--- config.mk ---
export PLATFORM = sky130hd
export DESIGN_NAME = mmu_tlbmaint_ctrl
export DESIGN_NICKNAME = d
export VERILOG_FILES = /design/src/rtl/mmu_tlbmaint_ctrl.sv
export SDC_FILE = /design/constraint.sdc
export NUM_CORES = 1
export LEC_CHECK = 0
export CORE_MARGIN = 8
export CORE_UTILIZATION = 25
export DETAILED_ROUTE_END_ITERATION = 7
export PLACE_DENSITY = 0.57
export RECOVER_POWER = 100
export SETUP_SLACK_MARGIN = 0.15
export SLEW_MARGIN = 20
export SYNTH_ARGS = -nofsm -noshare
export SYNTH_HDL_FRONTEND = slang
export SYNTH_SLANG_ARGS = --single-unit
--- constraint.sdc ---
create_clock -name clock -period 3.2 [get_ports clock]
set_input_delay 0.48 -clock clock [delete_from_list [all_inputs] [get_ports clock]]
set_output_delay 0.48 -clock clock [all_outputs]
set_load 0.03 [all_outputs]
--- src/rtl/mmu_tlbmaint_ctrl.sv ---
// TLB maintenance controller: sequences read/write/probe/index/invalidate ops
// onto the TLB port and reports completion status back to the MMU pipeline.
module mmu_tlbmaint_ctrl #(
  parameter int IDX_W       = 9,
  parameter int NUM_ENTRIES = 512
) (
  input  logic             clock,
  input  logic             reset,
  input  logic             cancel_mode_i_m,
  input  logic             tlbread_i_m,
  input  logic             tlbwrite_i_m,
  input  logic             tlbprobe_i_m,
  input  logic             tlbindexl_i_m,
  input  logic             tlbindexj_i_m,
  input  logic             tlbinvald_i_m,
  input  logic             tlbinvali_i_m,
  input  logic [IDX_W-1:0] mmc_idx_i,
  input  logic             cancel_i,
  output logic             f_stall_mmu_o,
  output logic             rr_stall_mmu_o,
  output logic             tlb_req_o,
  output logic [2:0]       tlb_op_o,
  output logic [IDX_W-1:0] tlb_idx_o,
  input  logic             tlb_ack_i,
  input  logic             tlb_hit_i,
  input  logic [IDX_W-1:0] tlb_hit_idx_i,
  output logic             mmc_e_o,
  output logic [IDX_W-1:0] mmc_idx_o,
  output logic             done_o
);

  localparam logic [2:0] OP_READ   = 3'd0;
  localparam logic [2:0] OP_WRITE  = 3'd1;
  localparam logic [2:0] OP_PROBE  = 3'd2;
  localparam logic [2:0] OP_INVALD = 3'd5;
  localparam logic [2:0] OP_INVALI = 3'd6;
  localparam logic [IDX_W-1:0] LAST_IDX = IDX_W'(NUM_ENTRIES - 1);

  typedef enum logic [2:0] {S_IDLE, S_CHECK, S_ISSUE, S_SWEEP, S_DONE} state_t;

  state_t           state_q, state_d;
  logic [2:0]       op_q, op_d;
  logic [IDX_W-1:0] idx_q, idx_d;
  logic             mode_q, mode_d;
  logic             mmc_e_q, mmc_e_d;
  logic [IDX_W-1:0] mmc_idx_q, mmc_idx_d;
  logic             err_pulse_q, err_pulse_d;

  logic [6:0] strb;
  logic       strb_onehot;
  logic       strb_multi;
  logic [2:0] op_enc;
  logic       is_rw_in;
  logic       range_err;
  logic       is_inval_q;

  // Strobe bit position doubles as the op encoding driven on tlb_op_o.
  assign strb = {tlbinvali_i_m, tlbinvald_i_m, tlbindexj_i_m, tlbindexl_i_m,
                 tlbprobe_i_m, tlbwrite_i_m, tlbread_i_m};
  assign strb_onehot = (strb != 7'd0) && ((strb & (strb - 7'd1)) == 7'd0);
  assign strb_multi  = (strb != 7'd0) && !strb_onehot;
  assign is_rw_in    = (op_enc == OP_READ) || (op_enc == OP_WRITE);
  assign range_err   = 32'(mmc_idx_i) >= 32'(NUM_ENTRIES);
  assign is_inval_q  = (op_q == OP_INVALD) || (op_q == OP_INVALI);

  always_comb begin
    op_enc = 3'd0;
    for (int i = 0; i < 7; i++) begin
      if (strb[i]) op_enc = 3'(i);
    end
  end

  always_ff @(posedge clock or negedge reset) begin
    if (!reset) begin
      state_q     <= S_IDLE;
      op_q        <= 3'd0;
      idx_q       <= '0;
      mode_q      <= 1'b0;
      mmc_e_q     <= 1'b0;
      mmc_idx_q   <= '0;
      err_pulse_q <= 1'b0;
    end else begin
      state_q     <= state_d;
      op_q        <= op_d;
      idx_q       <= idx_d;
      mode_q      <= mode_d;
      mmc_e_q     <= mmc_e_d;
      mmc_idx_q   <= mmc_idx_d;
      err_pulse_q <= err_pulse_d;
    end
  end

  // Invalidates pass through ISSUE for one cycle without a request before
  // sweeping, which sets the accept-to-done latency of a full sweep.
  always_comb begin
    state_d     = state_q;
    op_d        = op_q;
    idx_d       = idx_q;
    mode_d      = mode_q;
    mmc_e_d     = mmc_e_q;
    mmc_idx_d   = mmc_idx_q;
    err_pulse_d = 1'b0;
    tlb_req_o   = 1'b0;
    unique case (state_q)
      S_IDLE: begin
        if (strb_multi) begin
          mmc_e_d     = 1'b1;
          mmc_idx_d   = '0;
          err_pulse_d = 1'b1;
        end else if (strb_onehot) begin
          op_d   = op_enc;
          mode_d = cancel_mode_i_m;
          idx_d  = is_rw_in ? mmc_idx_i : '0;
          if (is_rw_in && range_err) begin
            mmc_e_d   = 1'b1;
            mmc_idx_d = mmc_idx_i;
            state_d   = S_DONE;
          end else begin
            state_d = cancel_mode_i_m ? S_CHECK : S_ISSUE;
          end
        end
      end
      S_CHECK: begin
        state_d = (cancel_i && mode_q) ? S_IDLE : S_ISSUE;
      end
      S_ISSUE: begin
        if (is_inval_q) begin
          idx_d   = '0;
          state_d = S_SWEEP;
        end else begin
          tlb_req_o = 1'b1;
          if (tlb_ack_i) begin
            if (op_q == OP_PROBE) begin
              mmc_e_d   = ~tlb_hit_i;
              mmc_idx_d = tlb_hit_idx_i;
            end else begin
              mmc_e_d   = 1'b0;
              mmc_idx_d = idx_q;
            end
            state_d = S_DONE;
          end
        end
      end
      S_SWEEP: begin
        tlb_req_o = 1'b1;
        if (tlb_ack_i) begin
          if (idx_q == LAST_IDX) begin
            mmc_e_d   = 1'b0;
            mmc_idx_d = idx_q;
            state_d   = S_DONE;
          end else begin
            idx_d = idx_q + 1'b1;
          end
        end
      end
      S_DONE: begin
        state_d = S_IDLE;
      end
      default: state_d = S_IDLE;
    endcase
  end

  assign f_stall_mmu_o  = (state_q != S_IDLE);
  assign rr_stall_mmu_o = (state_q != S_IDLE);
  assign tlb_op_o       = op_q;
  assign tlb_idx_o      = idx_q;
  assign mmc_e_o        = mmc_e_q;
  assign mmc_idx_o      = mmc_idx_q;
  assign done_o         = (state_q == S_DONE) || err_pulse_q;

endmodule

-- Yosys cells after proc, flatten, opt, wreduce, memory -nomap -nowiden
Index checks and enable logic that the tools add are counted.
- add/sub/neg operators: 2
- equal/unequal tests: 19
- multiplexer cells: 40
- bitwise gates (word level): 3
- reductions and logical operators: 17
- operator list (operator ; number):
    2-to-1 mux 9 bit ; 12
    case mux 9 bit (3 select lines) ; 2
    2-to-1 mux 3 bit ; 9
    != test 2 bit, second input constant ; 9
    case mux 3 bit (4 select lines) ; 1
    AND reduction 6 bit ; 2
    2-to-1 mux 1 bit ; 10
    adder 9 x 1 -> 9 bit, second input constant ; 1
    equality test 3 x 2 -> 1 bit, second input constant ; 3
    equality test 3 bit, second input constant ; 3
    equality test 9 bit, second input constant ; 1
    2-to-1 mux 2 bit ; 4
    bitwise AND 7 bit ; 1
    logical NOT 7 bit ; 1
    nonzero test 7 bit ; 1
    subtractor 7 x 1 -> 7 bit, second input constant ; 1
    equality test 3 x 1 -> 1 bit, second input constant ; 2
    logical NOT 3 bit ; 2
    nonzero test 3 bit ; 2
    AND reduction 5 bit ; 1
    logical AND 1 bit ; 3
    logical OR 1 bit ; 3
    != test 3 bit, second input constant ; 1
    case mux 1 bit (3 select lines) ; 1
    4 further kinds ; 5
- register bits after elaboration: 27
- input bits: 31
- output and inout port bits: 26
- word-level logic and storage cells: 88

-- Longest topological paths before layout
- word-level depth: 12
- depth in mapped cells: 9
- depth with buffers taken out: 9

-- Worst setup path before layout
No wires, ideal clock.
- path kind: reg2reg
- from: register idx_q[0] (netlist: tlb_idx_o[0])
- to: register mmc_e_q (netlist: mmc_e_o)
- library setup time: 125 ps
- arrival: 2557 ps
- required time: 3075 ps
- setup slack: 518 ps
- cell stages (with the launch flop): 10
- path buffers: 0
- period minus slack after synthesis: 2682 ps
- cells stage by stage: dfrtp_1 > ha_1 > and3_1 > and3_1 > ha_1 > nand4_1 > o21ai_1 > a31oi_1 > a311oi_4 > mux2_4
- cells in the longest elaborated chain, start to end: 3
- RTL lines (item ; line ; source):
    start: declaration ; 43 ; logic [IDX_W-1:0] idx_q, idx_d;
    start signal: assignment ; 85 ; idx_q <= idx_d;
    equality test 9 bit ; 147 ; if (idx_q == LAST_IDX) begin
    != test 2 bit (no source line) ; n/a ;
    AND reduction 6 bit (no source line) ; n/a ;
    end signal: assignment ; 87 ; mmc_e_q <= mmc_e_d;
    end: declaration ; 45 ; logic mmc_e_q, mmc_e_d;
No other way between the ends.
A chain may end at the register's enable or synchronous reset.

-- Worst setup path in the final report
- from: register idx_q[0] (netlist: tlb_idx_o[0])
- to: register idx_q[0] (netlist: tlb_idx_o[0])
- cells in the longest elaborated chain, start to end: 4
- elaborated cells on any way between the ends: 7
- those cells by class: 1 x add/sub; 2 x eq/ne; 3 x mux; 1 x reduce/logical
- RTL lines (item ; line ; source):
    adder 9 x 1 -> 9 bit ; 152 ; idx_d = idx_q + 1'b1;
    2-to-1 mux 9 bit ; 147 ;
    2-to-1 mux 9 bit ; 146 ; if (tlb_ack_i) begin
    case mux 9 bit (3 select lines) ; 104 ; unique case (state_q)
Parallel ways exist; a longest one is shown, timed or not. The select of a mux whose other input is x is not followed.

==> out/summary.md <==
- clk root buf: sky130_fd_sc_hd__clkbuf_8
- maximum VDD drop: 0.382 mV
- area fraction in and, or, nand and nor cells after synthesis: 0.186
- Antenna Diode Count: 0
- clock sink count: 27
- fraction of registers with async set/reset: 1.00
- worst setup margin: 0.383 ns
- adder-cell share of the synthesized area: 0.0134
- DRT iter0 DRCs: 78
- Final ANT Viol Nets: 0
- part of the Yosys area used for sequential elements: 0.363
- largest family of logic cells by synthesized area: simple AND/OR/NAND/NOR gates
- multiplexer area fraction after synthesis: 0.177
- post-synthesis instance area: 1860 um^2
- final worst path period share: 0.880
- fraction of layout cells with a size suffix above 1: 0.0935
- clock tree from TritonCTS: yes
- total number of placement rows: 31
- cell-internal power: 894 uW
- setup TNS: 0 ns
- area of the die: 10500 um^2
- average wire length per cell after detail routing: 15.8 um
- Core Area: 7210 um^2
- maximum frequency from static timing analysis: 355 MHz
- Avg Synthesized Cell Area: 9.96 um^2
- count of max-cap constraint violations: 1
- Die Span X: 102 um
- DR WL met2: 2640 um
- HPWL after detailed placement: 4230 um
- minimum clock period after layout: 2.82 ns
- number of instances in the synthesized netlist: 187
- CP max FO: 9
- Port Buffers: 56
- Post-Place Worst Slack: 0.309 ns
- distinct cell type count after synthesis: 47
- total CTS buffers: 3
- count of state elements after synthesis: 27
- overall global routing resource usage: 0.106
- Initial Util: 0.258
- footprint of the flip-flops and latches: 676 um^2
- clock group share of total power: 0.119
- switching portion of total power: 0.473
- number of enable-type register cells in the synthesized netlist: 0
- largest net degree at the start of global routing: 28
- sequence of cells on the critical path: ha_1, and3_1, and3_1, ha_1, and4b_2, nor2_1, a211oi_1, a21oi_2, mux2_1
- Net Count, Synth: 220
- Routed Wire Length: 5450 um
- number of global-route vias before repair: 1705
- sw power: 804 uW
- dominant cells by area after synthesis: sky130_fd_sc_hd__dfrtp_1 (36%), sky130_fd_sc_hd__mux2_4 (15%), sky130_fd_sc_hd__nand2_1 (6.7%), sky130_fd_sc_hd__a21boi_0 (3.6%), sky130_fd_sc_hd__a21oi_1 (2.4%)
- pin slew with the least headroom to its limit: 1.55 ns
- reported leakage power: 0.00111 uW
- CP Data Arrival Time: 2.98 ns
- most frequent standard cell in the layout excluding fill and tap cells: sky130_fd_sc_hd__nand2_1
- clk buf depth: 2
- xor-xnor portion of the synthesized cell area: 0.0376
- path category of the worst min-delay check: flop to flop
- total of hold buffers inserted after clock tree synthesis: 0
- area fraction in compound gates after synthesis: 0.183
- Die Span Y: 102 um
- post-synth top area share: 0.363
- gr ovfl total: 0
- top routing layer used: met4
- H-tree levels: 1
- count of final max-slew check failures: 28
- wire length the detailed router placed on met1: 2430 um
- Avg Vias per Cell: 4.72
- Area Growth Syn to Fin: 34.7%
- slowest stage delay, CP: 0.48 ns
- final standard cell utilization of the core: 0.348
- cell accounting for the most synthesized area: sky130_fd_sc_hd__dfrtp_1
- CP Class: flop to flop
- number of filler cells placed in the layout: 795
- type of element launching the critical path: flop
- routed length on met3: 324 um
- kind of end point of the critical path: flop
- highest-count cells in the layout ignoring fill and taps: sky130_fd_sc_hd__nand2_1 (33), sky130_fd_sc_hd__clkdlybuf4s50_1 (28), sky130_fd_sc_hd__dlygate4sd3_1 (28), sky130_fd_sc_hd__dfrtp_1 (27), sky130_fd_sc_hd__mux2_1 (20)
- number of setup buffers added after CTS: 0
- number of failing hold endpoints at the final stage: 0
- Slew headroom: -0.0304
- cell area power density: 677 nW/um^2
- final count of negative-setup-slack endpoints: 0
- vias: 1627
- I/O Pins: 57
- DRC violation count after routing: 0
- Pre-antenna DRT Iters: 4
- RSZ-0062 raised after global routing: false
- clock-pin slew of the registers on the worst-case setup and hold paths: 0.10 ns
- number of nets in the layout: 280
- violations in the final reports: max-capacitance violations, max-slew violations
- number of gates given a new drive strength after cts: 0
- final clock skew: 0.00747 ns
- worst skew pair latency: 0.28 ns
- Flop pwr share: 0.312
- combinational group share of total power: 0.568
- GPL Wtd Cong: 0.859
- status: finished with violations
- count of warnings emitted by yosys: 0
- first-pass GRT wire length: 8710 um
- antenna violations before repair: 0
- worst endpoint required time: 3.36 ns
- area used by multi-input combinational logic: 1040 um^2
- Worst path slowest cell: sky130_fd_sc_hd__dfrtp_1
- most common flop cell mapped by yosys: sky130_fd_sc_hd__dfrtp_1
-- stage by stage --
stage | instances | hold WS, ns | total power [uW] | area, um^2
global placement | 341 | 0.472 | 1620 | 2540
global route | 345 | 0.528 | 1810 | 2510
finish | 345 | 0.489 | 1700 | 2510
detailed placement | 341 | 0.476 | 1630 | 2540
floorplan | 187 | 0.184 | 1270 | 1860
CTS | 345 | 0.500 | 1840 | 2590
-- sequential cells by signal (all words and copies together), names as in the netlist --
signal       cells
mmc_idx_o        9
tlb_idx_o        9
state_q          3
tlb_op_o         3
err_pulse_q      1
mmc_e_o          1
mode_q           1
-- area by class of cell --
class                      count  share of cell area
timing repair buffer          63               0.243
clock inverter                 1             0.00299
multi-input combinational    148               0.413
clock buffer                   3              0.0165
sequential                    27               0.269
tap                           99              0.0494
inverter                       4             0.00599
-- critical path, delay by kind of cell (launching register included) --
family,cells,cell delay [ns]
AO/OA/AOI/OAI,2,0.59
adder cells (fa/ha/maj),2,0.44
flip-flops,1,0.48
multiplexers,1,0.38
AND/OR/NAND/NOR,4,0.79
-- layer usage --
metal / global-route usage / vias to the layer above
met5: 0 / -
met1: 0.127 / 779
met4: 0.0293 / 0
met3: 0.0238 / 2
met2: 0.186 / 53
li1: - / 793
-- power groups by stage --
stage | logic (uW) | clock network, uW | registers [uW]
2_1_floorplan | 679 | 0 | 591
6_report | 965 | 202 | 530
5_1_grt | 1050 | 223 | 543
3_5_place_dp | 1090 | 0 | 538
3_3_place_gp | 1090 | 0 | 534
4_1_cts | 1090 | 215 | 534
-- path summary, 6_finish.rpt --
kind / cells past startpoint / slack (ns) / end / startpoint
max in group asynchronous: 2 / 1.19 / state_q[1] / reset
worst max register to register: 9 / 0.38 / tlb_idx_o[0] / tlb_idx_o[0]
worst min-delay path: 1 / 0.49 / mmc_idx_o[1] / mmc_idx_o[1]
worst min register to register: 1 / 0.49 / mmc_idx_o[1] / mmc_idx_o[1]
min in group asynchronous: 2 / 1.11 / state_q[2] / reset
worst max-delay path: 9 / 0.38 / tlb_idx_o[0] / tlb_idx_o[0]
-- synthesized netlist by cell type (5+ instances only) --
master / n
sky130_fd_sc_hd__o22ai_1: 5
sky130_fd_sc_hd__and3_1: 5
sky130_fd_sc_hd__nand2_1: 33
sky130_fd_sc_hd__nand3_1: 7
sky130_fd_sc_hd__dfrtp_1: 27
sky130_fd_sc_hd__a21boi_0: 9
sky130_fd_sc_hd__mux2_4: 19
sky130_fd_sc_hd__xor2_1: 5
sky130_fd_sc_hd__nor2_1: 8
sky130_fd_sc_hd__a21oi_1: 9
-- cell families after synthesis --
group,Yosys count
and+or+nand+nor,69
AOI/OAI and AO/OA,46
DFF,27
muxes,23
buffers and inverters,12
xor gates and xnor gates,8
adders and majority gates,2
Power figures use the tool's default switching activity.
